===== config.mk =====
export PLATFORM = sky130hd
export DESIGN_NAME = core_seq
export DESIGN_NICKNAME = d
export VERILOG_FILES = /design/src/rtl/core_seq_pkg.sv /design/src/rtl/core_seq.sv
export SDC_FILE = /design/constraint.sdc
export NUM_CORES = 1
export LEC_CHECK = 0
export ABC_AREA = 1
export BUFFER_PORTS_ARGS = -buffer_cell sky130_fd_sc_hd__buf_4
export CORE_MARGIN = 2
export CORE_UTILIZATION = 42
export DETAILED_ROUTE_END_ITERATION = 8
export PLACE_DENSITY = 0.72
export SYNTH_ARGS = -nofsm -noshare
export SYNTH_HDL_FRONTEND = slang
export SYNTH_SLANG_ARGS = --single-unit
export TNS_END_PERCENT = 10

===== constraint.sdc =====
create_clock -name clk -period 3.1 [get_ports clk]
set_clock_uncertainty 0.1 [all_clocks]
set_input_delay 0.155 -clock clk [delete_from_list [all_inputs] [get_ports clk]]
set_output_delay 0.155 -clock clk [all_outputs]
set_load 0.005 [all_outputs]

===== src/rtl/core_seq_pkg.sv =====
// Shared NPU definitions for the tile sequencer: state encoding,
// legal configuration ranges and the configuration range check.
package core_seq_pkg;

  typedef enum logic [1:0] {
    ST_IDLE    = 2'd0,
    ST_LOAD    = 2'd1,
    ST_COMPUTE = 2'd2,
    ST_DRAIN   = 2'd3
  } state_t;

  localparam int K_MAX      = 3;
  localparam int IC_MAX     = 512;
  localparam int TILE_MAX   = 32;
  localparam int OC_MAX     = 64;
  localparam int STRIDE_MAX = 2;

  // Kernel is 1 or K_MAX; every other field is a 1-based count up to its max.
  function automatic logic cfg_legal(input int k, input int total_ic,
                                     input int img_h, input int img_w,
                                     input int oc, input int stride);
    return (k == 1 || k == K_MAX)
        && (total_ic >= 1) && (total_ic <= IC_MAX)
        && (img_h >= 1) && (img_h <= TILE_MAX)
        && (img_w >= 1) && (img_w <= TILE_MAX)
        && (oc >= 1) && (oc <= OC_MAX)
        && (stride >= 1) && (stride <= STRIDE_MAX);
  endfunction

endpackage


===== src/rtl/core_seq.sv =====
// Tile sequencer: splits the input channels of one tile into passes of
// IC_PER_PASS channels, and for each pass handshakes the row-mem loader and
// the PE array, then drains the partial sums once after the last pass.
module core_seq
  import core_seq_pkg::*;
#(
  parameter int IC_PER_PASS = 4,
  parameter int ICW         = 10
) (
  input  logic           clk,
  input  logic           reset,
  input  logic           core_start,
  input  logic [2:0]     K,
  input  logic [ICW-1:0] TOTAL_IC,
  input  logic [5:0]     IMG_H,
  input  logic [5:0]     IMG_W,
  input  logic [7:0]     OC,
  input  logic [2:0]     STRIDE,
  output logic           busy,
  output logic           core_done,
  output logic           cfg_err,
  output logic           ld_start,
  input  logic           ld_done,
  output logic [ICW-1:0] pass_ic_base,
  output logic [ICW-1:0] pass_ic_cnt,
  output logic           pe_start,
  input  logic           pe_done,
  output logic           pe_accum,
  output logic           drain_start,
  input  logic           drain_done
);

  localparam logic [ICW-1:0] IPP_W = ICW'(IC_PER_PASS);

  typedef struct packed {
    logic [2:0]     k;
    logic [ICW-1:0] total_ic;
    logic [5:0]     img_h;
    logic [5:0]     img_w;
    logic [7:0]     oc;
    logic [2:0]     stride;
  } cfg_t;

  state_t         state;
  cfg_t           cfg_q;
  cfg_t           cfg_in;
  cfg_t           cfg_next;
  logic           start_take;
  logic           cfg_ok;
  logic [ICW:0]   next_base_ext;
  logic           more_passes;
  logic [ICW-1:0] next_base;

  // Channels in the pass starting at base; base is always below total here.
  function automatic logic [ICW-1:0] pass_cnt(input logic [ICW-1:0] total,
                                              input logic [ICW-1:0] base);
    logic [ICW-1:0] rem;
    rem = total - base;
    return (rem > IPP_W) ? IPP_W : rem;
  endfunction

  // Config selection, legality and next-pass arithmetic (one extra bit so
  // base + IC_PER_PASS cannot wrap near the top of the ICW range).
  always_comb begin
    // NOTE: every signal of this block is assigned on every path, so no latch is inferred.
    cfg_in        = '{k: K, total_ic: TOTAL_IC, img_h: IMG_H, img_w: IMG_W,
                      oc: OC, stride: STRIDE};
    start_take    = (state == ST_IDLE) && core_start;
    cfg_next      = start_take ? cfg_in : cfg_q;
    cfg_ok        = cfg_legal(int'(cfg_next.k), int'(cfg_next.total_ic),
                              int'(cfg_next.img_h), int'(cfg_next.img_w),
                              int'(cfg_next.oc), int'(cfg_next.stride));
    next_base_ext = {1'b0, pass_ic_base} + {1'b0, IPP_W};
    more_passes   = next_base_ext < {1'b0, cfg_q.total_ic};
    next_base     = next_base_ext[ICW-1:0];
  end

  // Sequencer FSM with registered handshake pulses; a done input is never
  // accepted in the cycle its own start pulse is high.
  always_ff @(posedge clk) begin
    // NOTE: sequential state uses non-blocking assignments so every register samples pre-edge values.
    if (reset) begin
      state        <= ST_IDLE;
      cfg_q        <= '0;
      busy         <= 1'b0;
      core_done    <= 1'b0;
      cfg_err      <= 1'b0;
      ld_start     <= 1'b0;
      pe_start     <= 1'b0;
      drain_start  <= 1'b0;
      pe_accum     <= 1'b0;
      pass_ic_base <= '0;
      pass_ic_cnt  <= '0;
    end else begin
      core_done   <= 1'b0;
      cfg_err     <= 1'b0;
      ld_start    <= 1'b0;
      pe_start    <= 1'b0;
      drain_start <= 1'b0;
      case (state)
        ST_IDLE: begin
          if (core_start) begin
            cfg_q <= cfg_in;
            if (cfg_ok) begin
              state        <= ST_LOAD;
              busy         <= 1'b1;
              ld_start     <= 1'b1;
              pass_ic_base <= '0;
              pass_ic_cnt  <= pass_cnt(cfg_in.total_ic, '0);
              pe_accum     <= 1'b0;
            end else begin
              cfg_err   <= 1'b1;
              core_done <= 1'b1;
            end
          end
        end
        ST_LOAD: begin
          if (ld_done && !ld_start) begin
            state    <= ST_COMPUTE;
            pe_start <= 1'b1;
          end
        end
        ST_COMPUTE: begin
          if (pe_done && !pe_start) begin
            if (more_passes) begin
              state        <= ST_LOAD;
              ld_start     <= 1'b1;
              pass_ic_base <= next_base;
              pass_ic_cnt  <= pass_cnt(cfg_q.total_ic, next_base);
              pe_accum     <= 1'b1;
            end else begin
              state       <= ST_DRAIN;
              drain_start <= 1'b1;
            end
          end
        end
        ST_DRAIN: begin
          if (drain_done && !drain_start) begin
            state     <= ST_IDLE;
            busy      <= 1'b0;
            core_done <= 1'b1;
          end
        end
        default: state <= ST_IDLE;
      endcase
    end
  end

endmodule


==> metrics, run 1 <==
Required @ worst endpoint=3200 ps; initial antenna violation count=0; Inserted Diodes=0; I/O Pins=69; drt first pass iters=4; worst-path cell chain=ha_1 -> nand2_1 -> nor2_2 -> nand3_1 -> xor2_1 -> inv_1 -> ha_1 -> nand2_1 -> inv_1 -> nand3_1 -> nor2_1 -> nor2_1 -> nand2_2 -> a21oi_4 -> nand2_4 -> nand2_1 -> a21oi_1; crit path DAT=2960 ps; worst slack, placed=137 ps; Worst Path Buf+Inv=2; largest net degree at the start of global routing=58; GRT Overall Usage=18.5%; run status=finished clean; Post-Route WL=8680 um; Slowest-stage cell, CP=dfxtp_1; ys flop type=dfxtp_1; maximum VDD drop=0.311 mV; CTS Buf Count=9; Die H=97.5 um; commonest cells in the netlist=nand2_1, inv_1, nor2_1; row count=34; Max Slew Vio Count=0; CTS tree=yes; DP Cell Count=715; Power Density=422 nW/um^2; # nets final=699; setup TNS=0 ps; first-pass GRT wire length=14700 um; dpl hpwl=6540 um; unrepaired setup endpoints after global routing=yes; Min-Delay Path Class=input port to register; Worst-path clk slew=70 ps; Synth Register Bits=62; Port Buffers=65; Yosys top cell by area=dfxtp_1; drc violations=0; WL/cell=11.6 um; minimum clock period=2860 ps; async set or reset register ratio after synthesis=0%; H-tree Lvls=3; count leader, synth=nand2_1; Max Fclk=0.350 GHz; CTS Buffer Depth=2; CTS sink cnt=62; critical-path maximum fanout=19; Pleak=2.28 nW; Final Cycle Share=92.2%; cells after synthesis=556; setup bufs post-CTS=0; CP startpoint kind=register; GRT overflow=0; post-synth cell types=35; initial DRC count=155; DIE WIDTH=97.5 um; final setup vio count=0; Skew-Pair Late Insertion Delay=340 ps; core area=8590 sq um; non-filler cells, final=746; Worst Tran Pin Value=724 ps; syn avg cell area=6.60 sq um; Post-Syn Area=3670 sq um; number of synthesized flops with an enable pin=0; critical path type=register to register; critical path's most frequent cell=nand2_1; Synth top area share=33.8%; die footprint=9500 sq um; share of layout cells above drive strength 1=15.0%; top cells by area, synth=dfxtp_1, nand2_1, inv_1, nor2_1, ha_1; vias in the first global route=3308; area delta synth->final=25.5%; element type at the critical path end=register; final worst slack=243 ps; routability cong.=0.953; Crit path max-delay family=simple AND/OR/NAND/NOR gates; vias per cell=4.83; clk root buf=clkbuf_8; antenna-violating nets left=0; total number of vias=3600; final hold viol count=0; Ys Warns=0; sequential share of the synthesized area=33.8%; slew margin rel.=51.7%; initial core utilization=42.7%; max incr delay on CP=360 ps; number of max-cap violations=0
## per-layer routing
metal	share of wire, %	wire (um)	vias to the layer above	global-route usage (%)
met3	5.6	484	20	4.75
met4	1.7	148	0	5.45
met1	46	4010	1608	23.8
met2	46	4040	75	30.8
li1	-	-	1897	-
met5	0	0	-	0
## layout by cell type (no fill, tap or decap), drive strengths merged, types with 2 or more instances in the layout
master and n:
o21ai 25, bufinv 2, a21oi 30, xnor2 4, ha 23, clkbuf 12
nor2 80, dlygate4sd3 16, conb 4, nand4 19, nor3 2, dfxtp 62
buf 71, xor2 7, nand3 39, inv 82, o21bai 2, nand2 145
o21a 2, o22ai 2
## state kept, by name (all words and copies together) (netlist names)
register      flops
cfg_q            35
pass_ic_cnt      10
pass_ic_base      8
state             2
busy              1
cfg_err           1
core_done         1
drain_start       1
ld_start          1
pe_accum          1
pe_start          1
## cell families after synthesis
kind of cell	after synthesis	synth area share, %
fa+ha+maj	23	7.84
other cells	2	0.205
xor+xnor	11	2.62
simple gates	291	34.2
buf+inv	104	12.2
flops	62	33.8
compound gates	63	9.13
## worst register-to-register path, delay by kind of cell (launching register included)
kind / cells / cell delay, ps
AOI/OAI and AO/OA: 2 / 300
xor gates and xnor gates: 1 / 200
adders and majority gates: 2 / 530
buffers and inverters: 2 / 140
DFF: 1 / 360
and+or+nand+nor: 10 / 1090
## report_power, final
| part | switching [mW] | internal (mW) |
|---|---|---|
| Combinational | 0.186 | 0.136 |
| Sequential | 0.0122 | 0.829 |
| Clock | 0.306 | 0.472 |
| Total | 0.505 | 1.44 |
## path summary, 6_finish.rpt
path	start	depth (start not counted)	endpoint	slack, ps
max reg2reg	pass_ic_base[2]$_SDFFE_PP0P_	17	pass_ic_base[8]$_SDFFE_PP0P_	240
min	IMG_W[0]	3	cfg_q[11]$_SDFFE_PP0P_	9
max	pass_ic_base[2]$_SDFFE_PP0P_	17	pass_ic_base[8]$_SDFFE_PP0P_	240
min reg2reg	pass_ic_cnt[5]$_SDFFE_PP0P_	2	pass_ic_cnt[5]$_SDFFE_PP0P_	340
## final cells by class
type / count / area [sq um]
Clock buffer: 12 / 145
Multi-Input combinational cell: 392 / 2000
Tap cell: 108 / 135
Clock inverter: 3 / 68.8
Timing Repair Buffer: 87 / 709
Sequential cell: 62 / 1240
Inverter: 82 / 308
Fill cell: 861 / 3990
## what timing repair did
| action | 4_1_cts | 5_1_grt |
|---|---|---|
| setup endpoints to repair | 0 | 19 |
| hold endpoints to repair | 16 | 0 |
| resized for setup | 0 | 5 |
| hold buffers | 16 | 0 |
## through the flow
stage               util, %  hold slack, ps  total power [mW]  area, sq um
floorplan                 -             195              1.07         3680
global placement       49.1             315              1.15         4220
detailed placement     49.1             320              1.16         4220
CTS                    53.4            1.00              1.96         4590
global route           53.6            8.72              2.04         4610
finish                 53.6            8.89              1.94         4610
(Power assumes the default switching activity.)
==> run 2: changes to the inputs <==
Settings changed: ABC_AREA 1 to 0.
==> metrics, run 2 <==
routability cong.=0.886 (-7.1%); final hold slack=14.1 ps (+5.24 ps); run status=finished clean; reg2reg start=pass_ic_base[6]$_SDFFE_PP0P_; clk root buf=clkbuf_8; Final Cycle Share=98.2% (+6.0 points); initial DRC count=196 (+26%); max incr delay on CP=530 ps (+170 ps); Yosys top cell by area=dfxtp_1; worst reg-to-reg setup slack=60 ps (-190 ps); ys flop type=dfxtp_1; CTS tree=yes; Crit path max-delay family=simple AND/OR/NAND/NOR gates; DP Cell Count=620 (-13%); element type at the critical path end=register; total number of vias=3623 (+0.64%); post-synth cell types=68 (+94%); Post-Syn Area=3640 sq um (-0.72%); Post-Route WL=9770 um (+13%); share of layout cells above drive strength 1=26.5% (+11 points); # fillers=725 (-16%); H-tree Lvls=3 (unchanged); syn avg cell area=8.17 sq um (+24%); cells after synthesis=446 (-20%); worst-path cell chain=and3_1 -> and3_2 -> xor2_1 -> ha_1 -> inv_1 -> a221oi_2 -> nand2_1 -> or4_4 -> a2111oi_4 -> a32oi_1 -> a211oi_1; Inserted Diodes=0 (unchanged); vias per cell=5.40 (+12%); CTS sink cnt=62 (unchanged); maximum VDD drop=0.412 mV (+33%); vias in the first global route=3514 (+6.2%); CTS Buf Count=9 (unchanged); CP endpoint=pass_ic_cnt[1]$_SDFFE_PP0P_; drc violations=0 (unchanged); die footprint=9440 sq um (-0.69%); Die H=97.2 um (-0.34%); core area=8300 sq um (-3.4%); DR WL met2=4830 um (+20%); row count=33 (-2.9%); commonest non-fill, non-tap cell in the layout=buf_4; Max Fclk=0.329 GHz (-6.1%); number of max-cap violations=0 (unchanged); final hold viol count=0 (unchanged); minimum clock period=3040 ps (+187 ps); GRT overflow=0 (unchanged); Max Slew Vio Count=0 (unchanged); # nets final=626 (-10%); CP startpoint kind=register; Required @ worst endpoint=3240 ps (+40 ps); area delta synth->final=37.8%; Biggest register=cfg_q; Port Buffers=65 (unchanged); Worst Path Buf+Inv=1 (-1); initial antenna violation count=0 (unchanged); Worst-path clk slew=70 ps (about the same); WL/cell=14.6 um (+25%); Largest register FFs=35 (unchanged); Metal-1 WL=4200 um (+4.6%); largest net degree at the start of global routing=69 (+19%); Min-Delay Path Class=input port to register; top cells by area, synth=dfxtp_1, nand2_1, ha_1, a21oi_1, nor3b_2; Slowest-stage cell, CP=or4_4; CTS Buffer Depth=2 (unchanged); critical path startpoint=pass_ic_base[6]$_SDFFE_PP0P_; Critical Path Stages=11 (-6); final setup vio count=0 (unchanged); sequential share of the synthesized area=34.1% (+0.24 points); Synth Register Bits=62 (unchanged); total power=2.65 mW (+36%); initial core utilization=43.9% (+1.2 points); Power Density=528 nW/um^2 (+25%); commonest cells in the netlist=nand2_1, dfxtp_1, a21oi_1; crit path DAT=3190 ps (+230 ps); Skew-Pair Late Insertion Delay=330 ps (about the same); GRT Overall Usage=20.7% (+2.2 points); Synth top area share=34.1% (+0.24 points); Routed met3 length=451 um (-6.8%); unrepaired setup endpoints after global routing=yes; reg2reg path depth=11 (-6); antenna-violating nets left=0 (unchanged); async set or reset register ratio after synthesis=0% (unchanged); Top Registers=cfg_q x35, pass_ic_cnt x10, pass_ic_base x8; I/O Pins=69 (unchanged); commonest non-fill, non-tap cells in the layout=buf_4, nand2_1, dfxtp_1, a21oi_1, dlygate4sd3_1; RR Endpoint=pass_ic_cnt[1]$_SDFFE_PP0P_; Ys Warns=0 (unchanged); number of synthesized flops with an enable pin=0 (unchanged); dpl hpwl=6870 um (+5.0%); non-filler cells, final=671 (-10%); first-pass GRT wire length=16300 um (+11%); Pleak=2.10 nW (-8.1%); Worst Tran Pin Value=702 ps (-21.9 ps); max layer used=met4; drt first pass iters=4 (unchanged); critical-path maximum fanout=4 (-15); count leader, synth=nand2_1; critical path type=register to register; slew margin rel.=53.2% (+1.5 points); DIE WIDTH=97.2 um (-0.34%)
[run 2: power breakdown]
part | switching [mW] | total, mW | internal (mW) | leakage [nW]
combinational | 0.501 | 0.888 | 0.387 | 1.48
sequential | 0.0572 | 0.941 | 0.884 | 0.508
clock | 0.322 | 0.822 | 0.500 | 0.113
total | 0.880 | 2.65 | 1.77 | 2.10
[run 2: worst min-delay path, delay by kind of cell]
kind / cells / cell delay [ps]
buffers and inverters: 1 / 130
AOI/OAI and AO/OA: 1 / 60
and+or+nand+nor: 1 / 50
[run 2: how the worst min path moves through the flow]
stage           startpoint                     end  depth (start not counted)
2_1_floorplan     IMG_W[1]  cfg_q[12]$_SDFFE_PP0P_                          2
3_3_place_gp      IMG_W[2]  cfg_q[13]$_SDFFE_PP0P_                          3
3_5_place_dp      IMG_H[4]  cfg_q[21]$_SDFFE_PP0P_                          3
4_1_cts        TOTAL_IC[0]  cfg_q[23]$_SDFFE_PP0P_                          3
5_1_grt           IMG_H[5]  cfg_q[22]$_SDFFE_PP0P_                          3
6_report       TOTAL_IC[0]  cfg_q[23]$_SDFFE_PP0P_                          3
[run 2: cell families (layout without fill, tap and decap cells)]
logic type,after synthesis,count (layout),synth area share [%]
buffers and inverters,47,165,5.36
other,2,4,0.206
AND/OR/NAND/NOR,186,186,27.7
XOR/XNOR,14,14,3.36
multiplexers,1,1,0.275
flip-flops,62,62,34.1
adder cells (fa/ha/maj),23,23,7.90
AO/OA/AOI/OAI,111,111,21.1
[run 2: routing by layer]
layer | track usage [%] | vias to the layer above
met5 | 0 | -
met4 | 8.13 | 0
met3 | 4.82 | 22
met2 | 35.4 | 108
met1 | 25.2 | 1703
li1 | - | 1790
[run 2: layout make-up]
cell class,count,area [sq um],area share (%)
multi-input cells,339,2290,45.6
flip-flops and latches,62,1240,24.8
repair buffers,125,1040,20.6
clock buffers,12,155,3.09
well taps,105,131,2.62
inverters,24,90.1,1.79
clock inverters,4,76.3,1.52
[run 2: through the flow]
step	setup WS, ps	instance area (sq um)	utilization, %	setup TNS (ps)
3_5_place_dp	-30.3	4370	52.6	-40.2
6_report	56.1	5020	60.5	0
3_3_place_gp	45.7	4370	52.6	0
4_1_cts	11.9	4960	59.7	0
5_1_grt	-50.2	5020	60.5	-112
2_1_floorplan	89.4	3650	-	0
[run 2: repair_timing]
item | in CTS | in global routing
resized for setup | 2 | 18
pin swaps | 0 | 7
cloned | 0 | 0
hold buffers | 34 | 0
setup buffers | 0 | 1
endpoints found under the hold margin | 34 | 0
endpoints found under the setup margin | 2 | 19
==> run 3: changes to the inputs <==
Settings changed: CORE_ASPECT_RATIO set to 0.9.
==> metrics, run 3 (synthesis gave the netlist of run 2 again) <==
run status=finished clean; final hold viol count=0 (unchanged); # fillers=764 (+5.4%); Pint=1.59 mW (-10%); Inserted Diodes=0 (unchanged); vias per cell=5.24 (-3.0%); WL/cell=14.2 um (-2.4%); initial antenna violation count=0 (unchanged); GRT Overall Usage=21.8% (+1.0 points); slew margin rel.=50.8% (-2.4 points); I/O Pins=69 (unchanged); Die H=92.4 um (-4.9%); P_sw=0.864 mW (-1.8%); drt first pass iters=4 (unchanged); Top Registers=cfg_q x35, pass_ic_cnt x10, pass_ic_base x8; largest net degree at the start of global routing=69 (unchanged); area delta synth->final=39.5%; CP startpoint kind=register; vias in the first global route=3565 (+1.5%); CTS Buf Count=9 (unchanged); routability cong.=0.849 (-4.2%); GRT overflow=0 (unchanged); Slowest-stage cell, CP=or4_4; Biggest register=cfg_q; CTS Buffer Depth=2 (unchanged); share of layout cells above drive strength 1=28.4% (+1.9 points); final setup vio count=0 (unchanged); critical path's most frequent cell=and3_4; Max Fclk=0.336 GHz (+2.2%); Power Density=483 nW/um^2 (-8.5%); Min-Delay Path Class=input port to register; min-delay src=ld_done; CTS tree=yes; non-filler cells, final=692 (+3.1%); DP Cell Count=640 (+3.2%); die footprint=9440 sq um (about the same); H-tree Lvls=3 (unchanged); setup TNS=0 ps (unchanged); Required @ worst endpoint=3250 ps (about the same); max incr delay on CP=440 ps (-90 ps); Pleak=2.11 nW (+0.67%); crit path DAT=3130 ps (-60 ps); dpl hpwl=7020 um (+2.3%); Skew-Pair Late Insertion Delay=340 ps (about the same); antenna-violating nets left=0 (unchanged); first-pass GRT wire length=16400 um (+0.76%); initial core utilization=42.9% (-0.98 points); clock network fraction of design power=25.7% (-5.3 points); initial DRC count=174 (-11%); CTS sink cnt=62 (unchanged); Seq pwr share=38.5% (+3.0 points); Post-Route WL=9830 um (+0.62%); Port Buffers=65 (unchanged); Layout Utilization=59.9% (-0.62 points); critical-path maximum fanout=4 (unchanged); Max Slew Vio Count=0 (unchanged); Largest register FFs=35 (unchanged); drc violations=0 (unchanged); critical path startpoint=pass_ic_base[5]$_SDFFE_PP0P_; number of max-cap violations=0 (unchanged); commonest non-fill, non-tap cell in the layout=buf_4; commonest non-fill, non-tap cells in the layout=buf_4, nand2_1, dfxtp_1, a21oi_1, dlygate4sd3_1; reg2reg start=pass_ic_base[5]$_SDFFE_PP0P_; Final Cycle Share=96.1% (-2.1 points); switching share of power=35.2% (+2.0 points); Worst-path clk slew=70 ps (about the same); total number of vias=3623 (unchanged); critical path type=register to register; maximum VDD drop=0.322 mV (-22%); Register Area=1250 sq um (+0.50%); multi-input combinational cell area=2330 sq um (+2.0%); share of power burned in combinational logic=35.8% (+2.3 points); Worst Tran Pin Value=738 ps (+35.8 ps); row count=32 (-3.0%); element type at the critical path end=register; core area=8490 sq um (+2.3%); minimum clock period=2980 ps (-64.8 ps); unrepaired setup endpoints after global routing=yes; worst-path cell chain=and3_4 -> and3_4 -> nand3_2 -> xnor2_4 -> ha_4 -> o31ai_4 -> nand4_1 -> or4_4 -> a2111oi_4 -> a32oi_1 -> a211oi_1; DIE WIDTH=102 um (+5.2%); clk root buf=clkbuf_8; # nets final=634 (+1.3%)
[run 3: worst paths after layout]
check	endpoint	slack (ps)	depth (start not counted)
hold reg to reg	cfg_q[3]$_SDFFE_PP0P_	350	2
hold / removal	pe_start$_SDFF_PP0_	10	3
setup / recovery	pass_ic_cnt[1]$_SDFFE_PP0P_	120	11
setup reg to reg	pass_ic_cnt[1]$_SDFFE_PP0P_	120	11
[run 3: final cells by class]
class,instances,share of cell area [%]
Clock inverter,4,0.443
Multi-Input combinational cell,339,45.9
Inverter,24,1.77
Clock buffer,11,2.98
Sequential cell,62,24.6
Timing Repair Buffer,133,21.4
Tap cell,119,2.93
[run 3: power groups by stage]
stage                     clock network, mW  logic, mW  registers [mW]
after floorplan                           0      0.558           0.943
after global placement                    0      0.793           0.958
after detailed placement                  0      0.812           0.962
after CTS                             0.638      0.867           0.944
after global routing                  0.680      0.975           0.952
final                                 0.631      0.879           0.944
[run 3: metal layers]
| metal | wire length [um] | global-route usage [%] | part of all wire [%] |
|---|---|---|---|
| met1 | 4410 | 27.5 | 45 |
| met2 | 4920 | 38.1 | 50 |
| met3 | 377 | 3.92 | 3.8 |
| met4 | 120 | 5.33 | 1.2 |
| met5 | 0 | 0 | 0 |
[run 3: what timing repair did]
item | 4_1_cts | 5_1_grt
endpoints found under the hold margin | 35 | 0
endpoints found under the setup margin | 6 | 7
setup buffers | 2 | 0
resized for setup | 23 | 3
pin swaps | 12 | 2
hold buffers | 35 | 0
[run 3: per-stage QoR]
stage               cell area [sq um]  total power [mW]  setup slack (ps)  hold slack [ps]
floorplan                        3650              1.50              89.4              191
CTS                              5070              2.45             -19.7             8.71
global route                     5080              2.61             -42.9             18.8
detailed placement               4420              1.77              -102              321
finish                           5080              2.45               121             10.3
global placement                 4420              1.75             -19.3              309
[run 3: worst max-delay path: cells and delay by family, from the launching register on]
| family | cells | cell delay, ps |
|---|---|---|
| adders and majority gates | 1 | 240 |
| and+or+nand+nor | 5 | 1090 |
| xor gates and xnor gates | 1 | 230 |
| DFF | 1 | 330 |
| AOI/OAI and AO/OA | 4 | 900 |
